**config.mk**
```make
export PLATFORM = sky130hd
export DESIGN_NAME = spi_rc_frame_ctrl
export DESIGN_NICKNAME = d
export VERILOG_FILES = /design/src/rtl/spi_rc_frame_ctrl.sv
export SDC_FILE = /design/constraint.sdc
export NUM_CORES = 1
export LEC_CHECK = 0
export BUFFER_PORTS_ARGS = -buffer_cell sky130_fd_sc_hd__buf_2
export CAP_MARGIN = 20
export CORE_ASPECT_RATIO = 1.2
export CORE_MARGIN = 8
export CORE_UTILIZATION = 45
export DETAILED_ROUTE_END_ITERATION = 10
export SLEW_MARGIN = 20
export SYNTH_ARGS = -nofsm -noshare
export SYNTH_HDL_FRONTEND = slang
export SYNTH_SLANG_ARGS = --single-unit
export TNS_END_PERCENT = 50
```
**constraint.sdc**
```tcl
create_clock -name SysClk -period 5.3 [get_ports SysClk]
set_clock_uncertainty 0.15 [all_clocks]
set_input_delay 0.265 -clock SysClk [delete_from_list [all_inputs] [get_ports SysClk]]
set_output_delay 0.265 -clock SysClk [all_outputs]
set_load 0.02 [all_outputs]
```
**src/rtl/spi_rc_frame_ctrl.sv**
```systemverilog
// Receive-side frame controller for spiifc: writes incoming words into a
// circular BRAM buffer, delimits frames with SPI_SS, queues frame descriptors
// and hands them to a consumer with a valid/ack handshake. Frames that do not
// fit in the buffer or the descriptor queue are dropped and counted.
module spi_rc_frame_ctrl #(
    parameter int unsigned ADDR_W     = 12,
    parameter int unsigned DESC_DEPTH = 8
) (
    input  logic              SysClk,
    input  logic              Reset_n,
    input  logic              SPI_SS,
    input  logic [15:0]       rcMemData,
    input  logic              rcMemWE,
    output logic [ADDR_W-1:0] bufWrAddr,
    output logic [15:0]       bufWrData,
    output logic              bufWE,
    output logic              frameValid,
    output logic [ADDR_W-1:0] frameStart,
    output logic [ADDR_W:0]   frameLen,
    input  logic              frameAck,
    output logic              overflow,
    output logic [7:0]        dropCount
);

    localparam int unsigned DEPTH   = 1 << ADDR_W;
    localparam int unsigned LEN_W   = ADDR_W + 1;
    localparam int unsigned DESC_AW = $clog2(DESC_DEPTH);
    localparam int unsigned CNT_W   = DESC_AW + 1;

    localparam logic [1:0] S_IDLE   = 2'd0;
    localparam logic [1:0] S_RECV   = 2'd1;
    localparam logic [1:0] S_COMMIT = 2'd2;
    localparam logic [1:0] S_DROP   = 2'd3;

    logic                r_ss_meta;
    logic                r_ss_sync;
    logic                r_ss_act_q;
    logic [1:0]          r_state;
    logic [ADDR_W-1:0]   r_wr_ptr;
    logic [ADDR_W-1:0]   r_rd_ptr;
    logic [LEN_W-1:0]    r_used;
    logic [ADDR_W-1:0]   r_frame_start;
    logic [LEN_W-1:0]    r_frame_len;
    logic [ADDR_W-1:0]   r_desc_start [DESC_DEPTH];
    logic [LEN_W-1:0]    r_desc_len   [DESC_DEPTH];
    logic [DESC_AW-1:0]  r_desc_wr;
    logic [DESC_AW-1:0]  r_desc_rd;
    logic [CNT_W-1:0]    r_desc_cnt;
    logic                r_overflow;
    logic [7:0]          r_drop_cnt;

    logic                w_ss_act;
    logic                w_ss_start;
    logic                w_ss_end;
    logic                w_buf_full;
    logic                w_desc_full;
    logic                w_ack;
    logic [1:0]          w_state_next;
    logic                w_write;
    logic                w_rewind;
    logic                w_push;
    logic                w_begin;
    logic [LEN_W-1:0]    w_ack_len;
    logic [LEN_W-1:0]    w_rew_len;

    // Slave-select edge decode (ss_act is the active-high form of SPI_SS)
    assign w_ss_act    = ~r_ss_sync;
    assign w_ss_start  = w_ss_act & ~r_ss_act_q;
    assign w_ss_end    = ~w_ss_act & r_ss_act_q;

    assign w_buf_full  = (r_used == LEN_W'(DEPTH));
    assign w_desc_full = (r_desc_cnt == CNT_W'(DESC_DEPTH));
    assign frameValid  = (r_desc_cnt != '0);
    assign frameStart  = r_desc_start[r_desc_rd];
    assign frameLen    = r_desc_len[r_desc_rd];
    assign w_ack       = frameAck & frameValid;
    assign w_ack_len   = w_ack ? frameLen : '0;
    assign w_rew_len   = w_rewind ? r_frame_len : '0;

    assign bufWE       = w_write;
    assign bufWrAddr   = r_wr_ptr;
    assign bufWrData   = rcMemData;
    assign overflow    = r_overflow;
    assign dropCount   = r_drop_cnt;

    // Two-flop synchroniser and edge-history register for SPI_SS
    always_ff @(posedge SysClk or negedge Reset_n) begin
        if (!Reset_n) begin
            r_ss_meta  <= 1'b1;
            r_ss_sync  <= 1'b1;
            r_ss_act_q <= 1'b0;
        end else begin
            r_ss_meta  <= SPI_SS;
            r_ss_sync  <= r_ss_meta;
            r_ss_act_q <= w_ss_act;
        end
    end

    // State register
    always_ff @(posedge SysClk or negedge Reset_n) begin
        if (!Reset_n) r_state <= S_IDLE;
        else          r_state <= w_state_next;
    end

    // Next-state and datapath control decode
    always_comb begin
        w_state_next = r_state;
        w_write      = 1'b0;
        w_rewind     = 1'b0;
        w_push       = 1'b0;
        w_begin      = 1'b0;
        case (r_state)
            S_IDLE: begin
                if (w_ss_start) begin
                    w_begin      = 1'b1;
                    w_state_next = S_RECV;
                end
            end
            S_RECV: begin
                if (rcMemWE && !w_buf_full) w_write = 1'b1;
                if (rcMemWE && w_buf_full) begin
                    // Frame ending on the very word that overflowed: drop now
                    if (w_ss_end) begin
                        w_rewind     = 1'b1;
                        w_state_next = S_IDLE;
                    end else begin
                        w_state_next = S_DROP;
                    end
                end else if (w_ss_end) begin
                    if ((r_frame_len == '0) && !w_write) w_state_next = S_IDLE;
                    else                                 w_state_next = S_COMMIT;
                end
            end
            S_COMMIT: begin
                if (!w_desc_full || w_ack) w_push   = 1'b1;
                else                       w_rewind = 1'b1;
                w_state_next = S_IDLE;
            end
            S_DROP: begin
                if (w_ss_end) begin
                    w_rewind     = 1'b1;
                    w_state_next = S_IDLE;
                end
            end
            default: w_state_next = S_IDLE;
        endcase
    end

    // Buffer pointers, occupancy, current-frame tracking and drop statistics
    always_ff @(posedge SysClk or negedge Reset_n) begin
        if (!Reset_n) begin
            r_wr_ptr      <= '0;
            r_rd_ptr      <= '0;
            r_used        <= '0;
            r_frame_start <= '0;
            r_frame_len   <= '0;
            r_overflow    <= 1'b0;
            r_drop_cnt    <= '0;
        end else begin
            r_used <= r_used + LEN_W'(w_write) - w_ack_len - w_rew_len;
            if (w_rewind)     r_wr_ptr <= r_frame_start;
            else if (w_write) r_wr_ptr <= r_wr_ptr + ADDR_W'(1);
            if (w_ack) r_rd_ptr <= r_rd_ptr + frameLen[ADDR_W-1:0];
            if (w_begin) begin
                r_frame_start <= r_wr_ptr;
                r_frame_len   <= '0;
            end else if (w_write) begin
                r_frame_len   <= r_frame_len + LEN_W'(1);
            end
            if (w_rewind) begin
                r_overflow <= 1'b1;
                if (r_drop_cnt != 8'hFF) r_drop_cnt <= r_drop_cnt + 8'd1;
            end
        end
    end

    // Descriptor FIFO: push on commit, pop on consumer ack
    always_ff @(posedge SysClk or negedge Reset_n) begin
        if (!Reset_n) begin
            for (int i = 0; i < int'(DESC_DEPTH); i++) begin
                r_desc_start[i] <= '0;
                r_desc_len[i]   <= '0;
            end
            r_desc_wr  <= '0;
            r_desc_rd  <= '0;
            r_desc_cnt <= '0;
        end else begin
            if (w_push) begin
                r_desc_start[r_desc_wr] <= r_frame_start;
                r_desc_len[r_desc_wr]   <= r_frame_len;
                r_desc_wr               <= r_desc_wr + DESC_AW'(1);
            end
            if (w_ack) r_desc_rd <= r_desc_rd + DESC_AW'(1);
            r_desc_cnt <= r_desc_cnt + CNT_W'(w_push) - CNT_W'(w_ack);
        end
    end

    // Occupancy must always match the pointer distance (full aliases to 0)
    a_used_matches_ptrs: assert property (@(posedge SysClk) disable iff (!Reset_n)
        r_used[ADDR_W-1:0] == ADDR_W'(r_wr_ptr - r_rd_ptr));

endmodule

```
# == After elaboration in Yosys (flattened, before gate mapping) ==
# Cells that the tools add are included.
# totals
regBits,274
latchBits,0
ram_bits,0
romBits,0
in_bits,21
output_inout_bits,64
word_cells,109
n_memories,0
# classes
add_sub_neg,10
n_mul,0
n_div,0
magnitude_cmp,3
eq_ne,9
n_shift,0
muxes,36
bitwise,7
n_reduce_logical,15
# op_table
operator,n
$bwmux 104,1
$bwmux 96,1
$mux 13,7
$mux 12,5
$bmux 13 s3,1
$demux 13 s3,1
$bmux 12 s3,1
$demux 12 s3,1
$sub 13x13->13,2
$add 13x1->13,1
$add 13x1->13 const B,1
$eq 13x13->1 const B,1
$logic_not 13->1,1
$add 12x1->12 const B,1
$mux 2,6
$mux 1,10
$add 8x1->8 const B,1
$ge 4x4->1 const B,2
$ne 8x8->1 const B,1
$not 3->4,2
$pmux 2 s4,1
$add 3x1->3 const B,2
$add 4x1->4,1
$eq 2x2->1 const B,2
other kinds (17),27

# == Longest topological paths before layout ==
# Gate-level depths: netlist of the first run.
# depth
depth_word,11
mapped_depth,18
mapped_depth_nobuf,17

# == Worst setup path before layout of the first run ==
# Ideal clock, no wire load.
# synth_timing
kind,register to register
start,reg r_desc_rd[0]
end,reg r_used[11]
setup_time_ps,116
arrival_ps,4267
required_time_ps,5034
setup_slack_ps,768
stages_incl_launch_ff,17
n_path_buf,2
period_less_slack_ps,4532
path_cell_list,dfrtp_1 -> buf_2 -> buf_2 -> mux4_2 -> mux2_2 -> and3_1 -> ha_1 -> inv_1 -> fa_1 -> ha_1 -> fa_1 -> a21o_1 -> a21oi_1 -> nor2b_1 -> o21ai_0 -> a21oi_1 -> o311ai_0
# synth_via
elab_chain_len,7
# synth_lines
element,line,rtl
start: declaration,47,logic [DESC_AW-1:0] r_desc_rd;
start signal: assignment,193,if (w_ack) r_desc_rd <= r_desc_rd + DESC_AW'(1);
$not 3->4 (not written as such),75,assign frameLen = r_desc_len[r_desc_rd];
$bmux 13 s3,75,
$mux 13 (not written as such) (2 in series),75,
via frameLen[1],19,"output logic [ADDR_W:0] frameLen,"
$mux 13,77,assign w_ack_len = w_ack ? frameLen : '0;
$sub 13x13->13 (2 in series),160,r_used <= r_used + LEN_W'(w_write) - w_ack_len - w_rew_len;
end signal: assignment,160,
end: declaration,41,logic [LEN_W-1:0] r_used;
# The timed path passes the listed nets, and every way through them passes these cells. The select of a mux whose other input is x is not followed.
# A chain may end at the register's enable or synchronous reset.

# == Worst setup path in the final report of the first run ==
# layout_timing
start,reg r_used[1]
end,reg r_used[11]
# layout_via
elab_chain_len,9
elab_cells_between_ends,13
classes_between,3 x add/sub; 1 x eq/ne; 6 x mux; 3 x reduce/logical
# layout_lines
element,line,rtl
$eq 13x13->1,71,assign w_buf_full = (r_used == LEN_W'(DEPTH));
$logic_not 1->1,120,if (rcMemWE && !w_buf_full) w_write = 1'b1;
$logic_and 1x1->1,120,
$mux 1,120,
$mux 1 (2 in series),112,case (r_state)
$add 13x1->13,160,
$sub 13x13->13,160,
$sub 13x13->13 (*),160,
# Mark *: on every way between the ends. The rest lies on a longest branch, timed or not. The select of a mux whose other input is x is not followed.

==> results.md, run 1 <==
- Slew HR: 30.0%
- Total number of vias: between 7000 and 8000
- Comb pwr share: 27.7%
- Period utilization: between 80 and 90%
- Wirelength, routed: 30100 µm
- Met1 Usage GRT: 22.3%
- Worst path top cell family by delay: compound AO/OA/AOI/OAI gates
- Count of cell types in the netlist: 61
- Pre-antenna DRT Iters: 4
- Mapped Area: about 14000 µm²
- Synth Area per Inst: 13.7 µm²
- Share of the core filled with cells: between 50 and 60%
- DIE HEIGHT: roughly 210 µm
- Pin count of the biggest net entering global routing: 140
- Sequential power share: 40.0%
- Critical Path RT: 5590 ps
- Final GP Congestion: 0.775
- Met2 Use GR: 29.4%
- I/O pins: between 80 and 90
- EDFF count, synth: 0
- Critical path origin: r_used[1]$_DFF_PN0_
- Minimum clock period: between 4000 and 5000 ps
- # fillers: 2617
- Switching share of power: 32.0%
- Maximum clock path buffer count: 3
- GR peak layer: met2
- Setup-failing EPs final: 0
- Core footprint: 29700 µm²
- Clock Power Share: 32.4%
- CP Class: flip-flop to flip-flop
- Hold Startpoint: rcMemWE
- RSZ-0062 raised after global routing: no
- Final total power: 6.84 mW
- CTS tree: done
- Syn_nets: ~1100
- Highest clock rate: about 210 MHz
- Primary FF master, synth: dfrtp_1
- Final HPWL DP: 19000 µm
- Initial core utilization: between 40 and 50%
- Overflow left after global routing: 0
- Pwr Density: 452 nW/µm²
- Most frequent cells in the layout: 270 x dfrtp_1, 231 x mux2_2, 51 x buf_2, 50 x mux4_2, 47 x nand2_1
- Final Hold Viols: 0
- Slew of the pin with the lowest slew margin: 1050 ps
- Setup repair bufs after CTS: 0
- Commonest non-fill, non-tap cell in the layout: dfrtp_1
- Register bit count reported by yosys: 274
- Register area share after synthesis: 50.4%
- Num CTS Buffers: 31
- Max_cap viols: 0
- Worst-Skew Late Latency: 550 ps
- Slew Viols, Final: 0
- Starting DRT DRC Count: 423
- Sum Neg Setup Slack: 0 ps
- Setup WS post-layout: 632 ps
- Crit-path cells: nor4_1 > nand4_1 > o22ai_2 > nand2_1 > fa_1 > fa_1 > ha_1 > fa_1 > a21o_1 > a21oi_1 > nor2b_1 > o21ai_0 > a21oi_1 > o311ai_0
- FP Rows: 69
- DRC: 0
- CP max stage cell: o22ai_2
- Worst hold-check path type: input pin to flip-flop
- Die X: 175 µm
- Mapped Cells: 991
- Vias per cell: 5.50
- Area grow syn2layout: 11.3%
- Nets@finish: ~1100
- Clock transition at path regs: around 60 ps
- CTS root buffer: clkbuf_16
- Clk sink count: 274
- Synth warnings: 0
- CP dominant cell by count: fa_1
- Global-route wire length before repair: approximately 49000 µm
- Synth async-reset ratio: between 90% and 100%
- Pre-CTS WS: 623 ps
- Psw: 2.19 mW
- Leak pwr: approximately 7.4 nW
- Max FO, Critical Path: 14
- Peak VDD IR: between 300 and 400 µV
- WL/cell: 21.2 µm
- Status: complete, no violations
- Port Buffers: 52
- Antenna violations before repair: 0
- CP arrival: 4950 ps
- Critical Path Max Stage Delay: 480 ps
- DRT antenna net count: 0
- Internal power: roughly 4.6 mW
- Tot GR Track Use: 17.2%
- Met3 Use GR: 2.87%
- Share of layout cells above drive strength 1: between 40% and 50%
- WP buf/inv: 0
- Reg-to-reg startpoint: r_used[1]$_DFF_PN0_
- H-tree lvl count: 1
- Crit end category: flip-flop
- Number of global-route vias before repair: 8473
- Die area: around 36000 µm²
- N_diodes: 0
- CP startpoint kind: flip-flop
## power by group through the flow
stage,registers [mW],logic [mW],clock network [mW]
floorplan,2.57,1.57,0
global placement,2.77,1.89,0
detailed placement,2.77,1.92,0
CTS,2.74,1.93,2.27
global route,2.79,2.10,2.36
finish,2.73,1.89,2.21
## path summary, 6_finish.rpt
kind | to | slack, ps | cells past startpoint
max in group asynchronous | r_desc_rd[0]$_DFFE_PN0P_ | 3620 | 3
worst min register to register | r_ss_sync$_DFF_PN1_ | 210 | 0
worst max-delay path | r_used[11]$_DFF_PN0_ | 630 | 14
worst max register to register | r_used[11]$_DFF_PN0_ | 630 | 14
min in group asynchronous | dropCount[3]$_DFFE_PN0P_ | 150 | 2
worst min-delay path | r_state[1]$_DFFE_PN0P_ | 100 | 5
## cells in the mapped netlist (5+ instances only)
cell,count,area (µm²)
dfrtp_1,272,6810
mux2_2,231,2600
mux4_2,50,1130
nand2_1,47,176
inv_1,42,158
ha_1,35,438
clkbuf_1,29,109
o21ai_0,24,120
nor2_1,23,86.3
xnor2_1,23,201
buf_4,18,135
a21oi_1,16,80.1
and3_1,14,87.6
fa_1,14,280
buf_1,13,48.8
nand3_1,11,55.1
xor2_1,11,96.3
buf_2,10,50.1
buf_6,10,113
and2_1,9,56.3
nand4_1,8,50.1
nor3_1,8,40.0
or3_1,5,31.3
## state kept, by name, indices dropped and copies added (netlist names)
register,count
r_used,13
r_ss_sync,1
overflow,1
r_desc_wr,3
r_desc_rd,3
r_ss_act_q,1
r_frame_start,12
r_state,2
bufWrAddr,12
r_frame_len,13
dropCount,8
r_ss_meta,1
r_desc_start,96
r_desc_len,104
r_desc_cnt,4
## kinds of logic (layout without fill, tap and decap cells)
kind of cell / count (synthesis) / count (layout) / share of synthesized area (%)
multiplexers: 287 / 287 / 27.9
flip-flops: 274 / 274 / 50.4
AND/OR/NAND/NOR: 156 / 156 / 6.49
buffers and inverters: 126 / 170 / 4.65
AO/OA/AOI/OAI: 64 / 64 / 2.93
adder cells (fa/ha/maj): 49 / 49 / 5.28
XOR/XNOR: 35 / 35 / 2.35
## worst register-to-register path: stages (launching register included)
cell      delay [ps]
dfrtp_1          400
nor4_1           330
nand4_1          320
o22ai_2          480
nand2_1          140
fa_1             400
fa_1             450
ha_1             250
fa_1             420
a21o_1           180
a21oi_1          210
nor2b_1           70
o21ai_0          280
a21oi_1          150
o311ai_0         320
## per-layer routing
layer | vias up | wire (µm)
li1 | 3550 | -
met1 | 4128 | 13200
met2 | 114 | 15200
met3 | 47 | 1230
met4 | 0 | 544
met5 | - | 0
## area by class of cell
cell class | instances | area, µm² | share of cell area (%)
multi-input cells | 591 | 6120 | 40.5
well taps | 390 | 488 | 3.22
clock inverters | 8 | 100 | 0.661
inverters | 43 | 161 | 1.07
repair buffers | 69 | 415 | 2.74
flip-flops and latches | 274 | 6860 | 45.3
clock buffers | 50 | 987 | 6.52
## metrics by stage
stage,instances,instance area (µm²),hold slack (ps)
final,1425,15100,99.0
after CTS,1425,15100,67.0
after floorplan,991,13600,-181
after detailed placement,1365,14000,153
after global routing,1425,15100,117
after global placement,1365,14000,159
## timing repair
item	CTS	global route
gates resized for setup	0	0
hold buffers	2	0
hold endpoints to repair	83	0
(Power assumes the default switching activity.)
==> run 2, diff against run 1 <==
- ABC_AREA: default -> 1
==> results.md, run 2 <==
- Period utilization: 88.2% (was 88.1%)
- Final non-filler cell total: 2029 (was 1425)
- Worst-Skew Late Latency: 560 ps (was 550 ps)
- Hold_buf cts: 2 (unchanged)
- Pin count of the biggest net entering global routing: 124 (was 140)
- Sequential power share: 30.6% (was 40.0%)
- Largest regs: r_desc_len x104, r_desc_start x96 (unchanged)
- Slew HR: 34.1% (was 30.0%)
- Largest family of logic cells by synthesized area: simple AND/OR/NAND/NOR gates (was multiplexers)
- Die X: 176 µm (was 175 µm)
- Placed Area: 14000 µm² (about the same)
- H-tree lvl count: 1 (unchanged)
- Slew Viols, Final: 0 (unchanged)
- Leak pwr: 6.86 nW (was 7.38 nW)
- Clock Power Share: 22.0% (was 32.4%)
- CTS tree: done (unchanged)
- Register bit count reported by yosys: 274 (unchanged)
- Critical Path RT: 5600 ps (was 5590 ps)
- Slew of the pin with the lowest slew margin: 988 ps (was 1050 ps)
- Register area share after synthesis: 49.8% (was 50.4%)
- Final total power: 9.83 mW (was 6.84 mW)
- CTS root buffer: clkbuf_16 (unchanged)
- Reg with most FFs: r_desc_len (unchanged)
- CP dominant cell by count: nand2_1 (was fa_1)
- Number of global-route vias before repair: 10800 (was 8473)
- Pre-antenna DRT Iters: 5 (was 4)
- CP Class: flip-flop to flip-flop (unchanged)
- Count of cell types in the netlist: 39 (was 61)
- Global-route wire length before repair: 59400 µm (was 48800 µm)
- Mapped Area: 13800 µm² (was 13600 µm²)
- Clock transition at path regs: 60 ps (about the same)
- Cell count after placement: 1978 (was 1365)
- Die area: 36500 µm² (was 36100 µm²)
- Wirelength, routed: 36000 µm (was 30100 µm)
- Crit-path cells: nor2_2 > nand2_2 > nand2_1 > nand3_2 > nand2_2 > nand3_1 > nand2_2 > inv_2 > nor2_1 > ha_1 > inv_1 > fa_1 > ha_1 > fa_1 > nand3_1 > nand2_1 > nand4_1 > nand2_1 > nand2_1 > nand2_1 > nand2_1 > nand2_1 > xor2_1 (was nor4_1 > nand4_1 > o22ai_2 > nand2_1 > fa_1 > fa_1 > ha_1 > fa_1 > a21o_1 > a21oi_1 > nor2b_1 > o21ai_0 > a21oi_1 > o311ai_0)
- Synth cell count leaders: 357 x nand2_1, 272 x dfrtp_1, 188 x o21ai_1 (was 272 x dfrtp_1, 231 x mux2_2, 50 x mux4_2)
- Switching share of power: 43.6% (was 32.0%)
- Minimum clock period: 4670 ps (about the same)
- Tot GR Track Use: 19.9% (was 17.2%)
- DRT antenna net count: 0 (unchanged)
- Most frequent cells in the layout: 357 x nand2_1, 270 x dfrtp_1, 188 x o21ai_1, 170 x nor2_1, 146 x o21ai_0 (was 270 x dfrtp_1, 231 x mux2_2, 51 x buf_2, 50 x mux4_2, 47 x nand2_1)
- Antenna violations before repair: 0 (unchanged)
- Total number of vias: 10900 (was 7839)
- Crit end category: flip-flop (unchanged)
- Final Hold Viols: 0 (unchanged)
- Synth Area per Inst: 8.43 µm² (was 13.7 µm²)
- Commonest non-fill, non-tap cell in the layout: nand2_1 (was dfrtp_1)
- Vias per cell: 5.38 (was 5.50)
- Max reg flops: 104 (unchanged)
- Area grow syn2layout: 9.32% (was 11.3%)
- Highest clock rate: 214 MHz (about the same)
- Share of layout cells above drive strength 1: 8.70% (was 41.0%)
- Maximum clock path buffer count: 3 (unchanged)
- Setup repair bufs after CTS: 0 (unchanged)
- CP max stage cell: dfrtp_1 (was o22ai_2)
- Sum Neg Setup Slack: 0 ps (unchanged)
- Synth async-reset ratio: 100% (unchanged)
- RSZ-0062 raised after global routing: no (unchanged)
- Critical Path Max Stage Delay: 430 ps (was 480 ps)
- Overflow left after global routing: 0 (unchanged)
- Status: complete, no violations (unchanged)
- Pwr Density: 654 nW/µm² (was 452 nW/µm²)
- Cell taking the most area after synthesis: dfrtp_1 (unchanged)
- WP buf/inv: 2 (was 0)
- Adder-cell area share of the yosys netlist: 5.22% (was 5.28%)
- Top-count cell post-synth: nand2_1 (was dfrtp_1)
- Worst hold-check path type: input pin to flip-flop (unchanged)
- DRC: 0 (unchanged)
- Core footprint: 30300 µm² (was 29700 µm²)
- Final GP Congestion: 0.849 (was 0.775)
- Simple-gate area share of the yosys netlist: 19.4% (was 6.49%)
- FP Rows: 70 (was 69)
- Largest cells by area after synthesis: dfrtp_1 49%, nand2_1 9.7%, o21ai_1 6.8% (was dfrtp_1 50%, mux2_2 19%, mux4_2 8.3%)
- Starting DRT DRC Count: 1013 (was 423)
- Synth warnings: 0 (unchanged)
- I/O pins: 85 (unchanged)
- Peak VDD IR: 713 µV (was 313 µV)
- Comb pwr share: 47.4% (was 27.7%)
- DIE HEIGHT: 208 µm (was 206 µm)
- Synth Area in Compound Gates: 15.9% (was 2.93%)
- Internal power: 5.54 mW (was 4.65 mW)
- CP startpoint kind: flip-flop (unchanged)
- PostCTS Resize Cnt: 0 (unchanged)
- Max FO, Critical Path: 30 (was 14)
- Mapped Cells: 1632 (was 991)
- Synth Area in XOR/XNOR: 1.85% (was 2.35%)
- Hold_ws: 119 ps (was 99.0 ps)
- Final HPWL DP: 22200 µm (was 19000 µm)
- Worst path top cell family by delay: simple AND/OR/NAND/NOR gates (was compound AO/OA/AOI/OAI gates)
- Clk sink count: 274 (unchanged)
- Psw: 4.29 mW (was 2.19 mW)
- EDFF count, synth: 0 (unchanged)
- Initial core utilization: 45.4% (was 45.8%)
- Port Buffers: 52 (unchanged)
- Num CTS Buffers: 29 (was 31)
- CP arrival: 4970 ps (was 4950 ps)
- Cell area after layout: 15000 µm² (was 15100 µm²)
- Multiplexer share of the synthesized area: 0% (was 27.9%)
- N_diodes: 0 (unchanged)
- Setup-failing EPs final: 0 (unchanged)
- Synth top area share: 49.5% (was 50.0%)
- Nets@finish: 1685 (was 1080)
- R2R setup slack: 630 ps (about the same)
- Syn_nets: 1702 (was 1061)
- Primary FF master, synth: dfrtp_1 (unchanged)
- Max_cap viols: 0 (unchanged)
- WL/cell: 17.7 µm (was 21.2 µm)
-- run 2: through the flow --
step                utilization [%]  worst slack, ps
floorplan                         -             1550
global placement               46.3              733
detailed placement             46.3              590
CTS                            49.7              589
global route                   49.7              258
finish                         49.7              628
-- run 2: worst paths after layout --
check                      cells after the start               startpoint                            to
max reg2reg                                   23  r_desc_cnt[1]$_DFF_PN0_          r_used[11]$_DFF_PN0_
max in group asynchronous                      3                  Reset_n    r_desc_len[13]$_DFFE_PN0P_
max                                           23  r_desc_cnt[1]$_DFF_PN0_          r_used[11]$_DFF_PN0_
min reg2reg                                    0      r_ss_meta$_DFF_PN1_           r_ss_sync$_DFF_PN1_
min in group asynchronous                      2                  Reset_n  r_desc_start[47]$_DFFE_PN0P_
min                                            5                  rcMemWE        r_state[1]$_DFFE_PN0P_
-- run 2: power by group through the flow --
stage	Sequential [mW]	Clock [mW]	Combinational [mW]
final	3.01	2.16	4.66
after global routing	3.07	2.28	5.32
after floorplan	2.98	0	3.45
after detailed placement	3.04	0	4.69
after CTS	3.01	2.20	4.72
after global placement	3.03	0	4.65
-- run 2: logic make-up after synthesis --
| group | Yosys count |
|---|---|
| and+or+nand+nor | 636 |
| adders and majority gates | 49 |
| xor gates and xnor gates | 29 |
| buffers and inverters | 228 |
| DFF | 274 |
| AOI/OAI and AO/OA | 416 |
-- run 2: worst reg2reg max path: cells and delay by family (launching register included) --
family | cells | cell delay, ps
AND/OR/NAND/NOR | 16 | 2150
adder cells (fa/ha/maj) | 4 | 1340
flip-flops | 1 | 430
buffers and inverters | 2 | 380
XOR/XNOR | 1 | 140
-- run 2: routing by layer --
metal / vias to the layer above / track usage (%) / part of all wire [%]
li1: 5344 / - / -
met1: 5274 / 26.1 / 44
met2: 244 / 33.8 / 49
met3: 57 / 2.58 / 4.2
met4: 0 / 5.97 / 2.6
met5: - / 0 / 0
-- run 2: cell type report --
cell class,instances,area [µm²]
fillers,2963,15300
clock inverters,12,203
inverters,110,413
flip-flops and latches,274,6860
clock buffers,37,806
repair buffers,70,435
multi-input cells,1130,5830
well taps,396,495
==> run 3, diff against run 2 <==
--- a/config.mk
+++ b/config.mk
@@ -13,2 +13,3 @@
 export CORE_UTILIZATION = 45
+export CTS_CLUSTER_SIZE = 25
 export DETAILED_ROUTE_END_ITERATION = 10
--- a/constraint.sdc
+++ b/constraint.sdc
@@ -4,2 +4,2 @@
 set_output_delay 0.265 -clock SysClk [all_outputs]
-set_load 0.02 [all_outputs]
+set_load 0.005 [all_outputs]
==> results.md, run 3 (same netlist as run 2, synthesis figures left out) <==
- Commonest non-fill, non-tap cell in the layout: nand2_1 (unchanged)
- I/O pins: 85 (unchanged)
- Antenna violations before repair: 1 (was 0)
- Psw: 4.02 mW (was 4.29 mW)
- Worst hold-check path type: input pin to flip-flop (unchanged)
- Sequential Area: 6860 µm² (unchanged)
- Worst-Skew Late Latency: 560 ps (about the same)
- Starting DRT DRC Count: 1023 (was 1013)
- Max_cap viols: 0 (unchanged)
- WP buf/inv: 2 (unchanged)
- Slew of the pin with the lowest slew margin: 962 ps (was 988 ps)
- Total number of vias: 10900 (about the same)
- Core footprint: 30300 µm² (unchanged)
- RSZ-0062 raised after global routing: no (unchanged)
- Highest clock rate: 227 MHz (was 214 MHz)
- Share of the core filled with cells: 49.7% (about the same)
- CTS root buffer: clkbuf_16 (unchanged)
- DRT antenna net count: 0 (unchanged)
- Slew HR: 35.8% (was 34.1%)
- Crit end category: flip-flop (unchanged)
- Share of layout cells above drive strength 1: 8.78% (was 8.70%)
- Hold Startpoint: rcMemWE (unchanged)
- Status: complete, no violations (unchanged)
- Period utilization: 83.3% (was 88.2%)
- Final total power: 9.52 mW (was 9.83 mW)
- Wirelength, routed: 36200 µm (was 36000 µm)
- Crit-path cells: nor3_1 > nand2_1 > nor2_1 > nand4_1 > nand2_2 > inv_2 > nor2_1 > ha_1 > inv_1 > fa_1 > ha_1 > fa_1 > nand3_1 > nand2_1 > nand4_1 > nand2_1 > nand2_1 > nand2_1 > nand2_1 > nand2_1 > xor2_1 (was nor2_2 > nand2_2 > nand2_1 > nand3_2 > nand2_2 > nand3_1 > nand2_2 > inv_2 > nor2_1 > ha_1 > inv_1 > fa_1 > ha_1 > fa_1 > nand3_1 > nand2_1 > nand4_1 > nand2_1 > nand2_1 > nand2_1 > nand2_1 > nand2_1 > xor2_1)
- DIE HEIGHT: 208 µm (unchanged)
- Port Buffers: 52 (unchanged)
- Sum Neg Setup Slack: 0 ps (unchanged)
- Reg-to-reg startpoint: r_used[9]$_DFF_PN0_ (was r_desc_cnt[1]$_DFF_PN0_)
- Pwr Density: 633 nW/µm² (was 654 nW/µm²)
- Clock Power Share: 22.1% (was 22.0%)
- Sequential power share: 31.8% (was 30.6%)
- H-tree lvl count: 1 (unchanged)
- Number of global-route vias before repair: 10800 (about the same)
- Max FO, Critical Path: 30 (unchanged)
- Maximum clock path buffer count: 3 (unchanged)
- Final Hold Viols: 0 (unchanged)
- Nets@finish: 1688 (was 1685)
- Peak VDD IR: 605 µV (was 713 µV)
- FP Rows: 70 (unchanged)
- Final HPWL DP: 22400 µm (was 22200 µm)
- CP max stage cell: dfrtp_1 (unchanged)
- Vias per cell: 5.37 (was 5.38)
- Critical path origin: r_used[9]$_DFF_PN0_ (was r_desc_cnt[1]$_DFF_PN0_)
- Internal power: 5.50 mW (was 5.54 mW)
- Clk sink count: 274 (unchanged)
- Multi-input gate area: 5830 µm² (unchanged)
- Comb pwr share: 46.1% (was 47.4%)
- CP startpoint kind: flip-flop (unchanged)
- # fillers: 2978 (was 2963)
- Hold_ws: 97.8 ps (was 119 ps)
- Minimum clock period: 4410 ps (was 4670 ps)
- Pin count of the biggest net entering global routing: 133 (was 124)
- Initial core utilization: 45.4% (unchanged)
- Largest regs: r_desc_len x104, r_desc_start x96 (unchanged)
- Tot GR Track Use: 20.0% (was 19.9%)
- Worst path top cell family by delay: simple AND/OR/NAND/NOR gates (unchanged)
- Leak pwr: 6.86 nW (about the same)
- WL/cell: 17.8 µm (was 17.7 µm)
- CP dominant cell by count: nand2_1 (unchanged)
- Die X: 176 µm (unchanged)
- Final non-filler cell total: 2037 (was 2029)
- Most frequent cells in the layout: 357 x nand2_1, 270 x dfrtp_1, 188 x o21ai_1, 170 x nor2_1, 146 x o21ai_0 (unchanged)
- Pre-antenna DRT Iters: 5 (unchanged)
- Global-route wire length before repair: 59500 µm (was 59400 µm)
- CP arrival: 4710 ps (was 4970 ps)
- Area grow syn2layout: 9.33% (was 9.32%)
- Max reg flops: 104 (unchanged)
- Die area: 36500 µm² (unchanged)
- Slew Viols, Final: 0 (unchanged)
- Critical Path Max Stage Delay: 420 ps (was 430 ps)
- Num CTS Buffers: 30 (was 29)
- Setup-failing EPs final: 0 (unchanged)
- CTS tree: done (unchanged)
- Critical Path RT: 5590 ps (was 5600 ps)
- CP Class: flip-flop to flip-flop (unchanged)
- Reg with most FFs: r_desc_len (unchanged)
- Final GP Congestion: 0.836 (was 0.849)
- Switching share of power: 42.2% (was 43.6%)
- DRC: 0 (unchanged)
- Clock transition at path regs: 50 ps (was 60 ps)
- Cell count after placement: 1980 (was 1978)
- Overflow left after global routing: 0 (unchanged)
-- run 3: final timing paths --
kind,to,slack (ps),cells after the start
worst max-delay path,r_used[11]$_DFF_PN0_,890,21
worst min-delay path,r_state[1]$_DFFE_PN0P_,100,5
worst max register to register,r_used[11]$_DFF_PN0_,890,21
worst min register to register,r_ss_sync$_DFF_PN1_,210,0
max in group asynchronous,r_desc_start[24]$_DFFE_PN0P_,3580,3
min in group asynchronous,r_desc_start[95]$_DFFE_PN0P_,160,2
-- run 3: routing by layer --
metal	wire (µm)	vias to the layer above	GRT usage, %	share of wire [%]
met5	0	-	0	0
met1	15800	5301	26.0	44
met4	814	0	6.06	2.3
met2	17700	230	33.9	49
met3	1840	49	3.09	5.1
li1	-	5353	-	-
-- run 3: per-stage QoR --
stage	worst slack (ps)	area (µm²)
after CTS	860	15000
final	886	15000
after detailed placement	865	14000
after global placement	966	14000
after global routing	570	15000
after floorplan	1660	13800
-- run 3: final cells by class --
type / count / share of cell area [%]
flip-flops and latches: 274 / 45.6
multi-input cells: 1130 / 38.8
clock buffers: 47 / 6.09
well taps: 396 / 3.29
repair buffers: 72 / 2.91
inverters: 110 / 2.74
clock inverters: 7 / 0.590
diodes: 1 / 0.0166
-- run 3: worst reg2reg max path: stages, from the launching register on --
cell and delay [ps]:
dfrtp_1 420, nor3_1 190, nand2_1 80, nor2_1 280, nand4_1 150, nand2_2 330
inv_2 340, nor2_1 180, ha_1 240, inv_1 80, fa_1 420, ha_1 280
fa_1 420, nand3_1 100, nand2_1 100, nand4_1 90, nand2_1 90, nand2_1 70
nand2_1 40, nand2_1 50, nand2_1 60, xor2_1 130
-- run 3: timing repair --
item,CTS,global route
endpoints found under the setup margin,0,0
hold buffers,2,0
setup buffers,0,0
resized for setup,0,0
hold endpoints to repair,78,0
-- run 3: power by group through the flow --
stage / Combinational (mW) / Clock [mW] / Sequential (mW)
floorplan: 3.23 / 0 / 2.93
global placement: 4.36 / 0 / 3.04
detailed placement: 4.41 / 0 / 3.06
CTS: 4.43 / 2.16 / 3.02
global route: 5.00 / 2.24 / 3.10
finish: 4.39 / 2.11 / 3.03
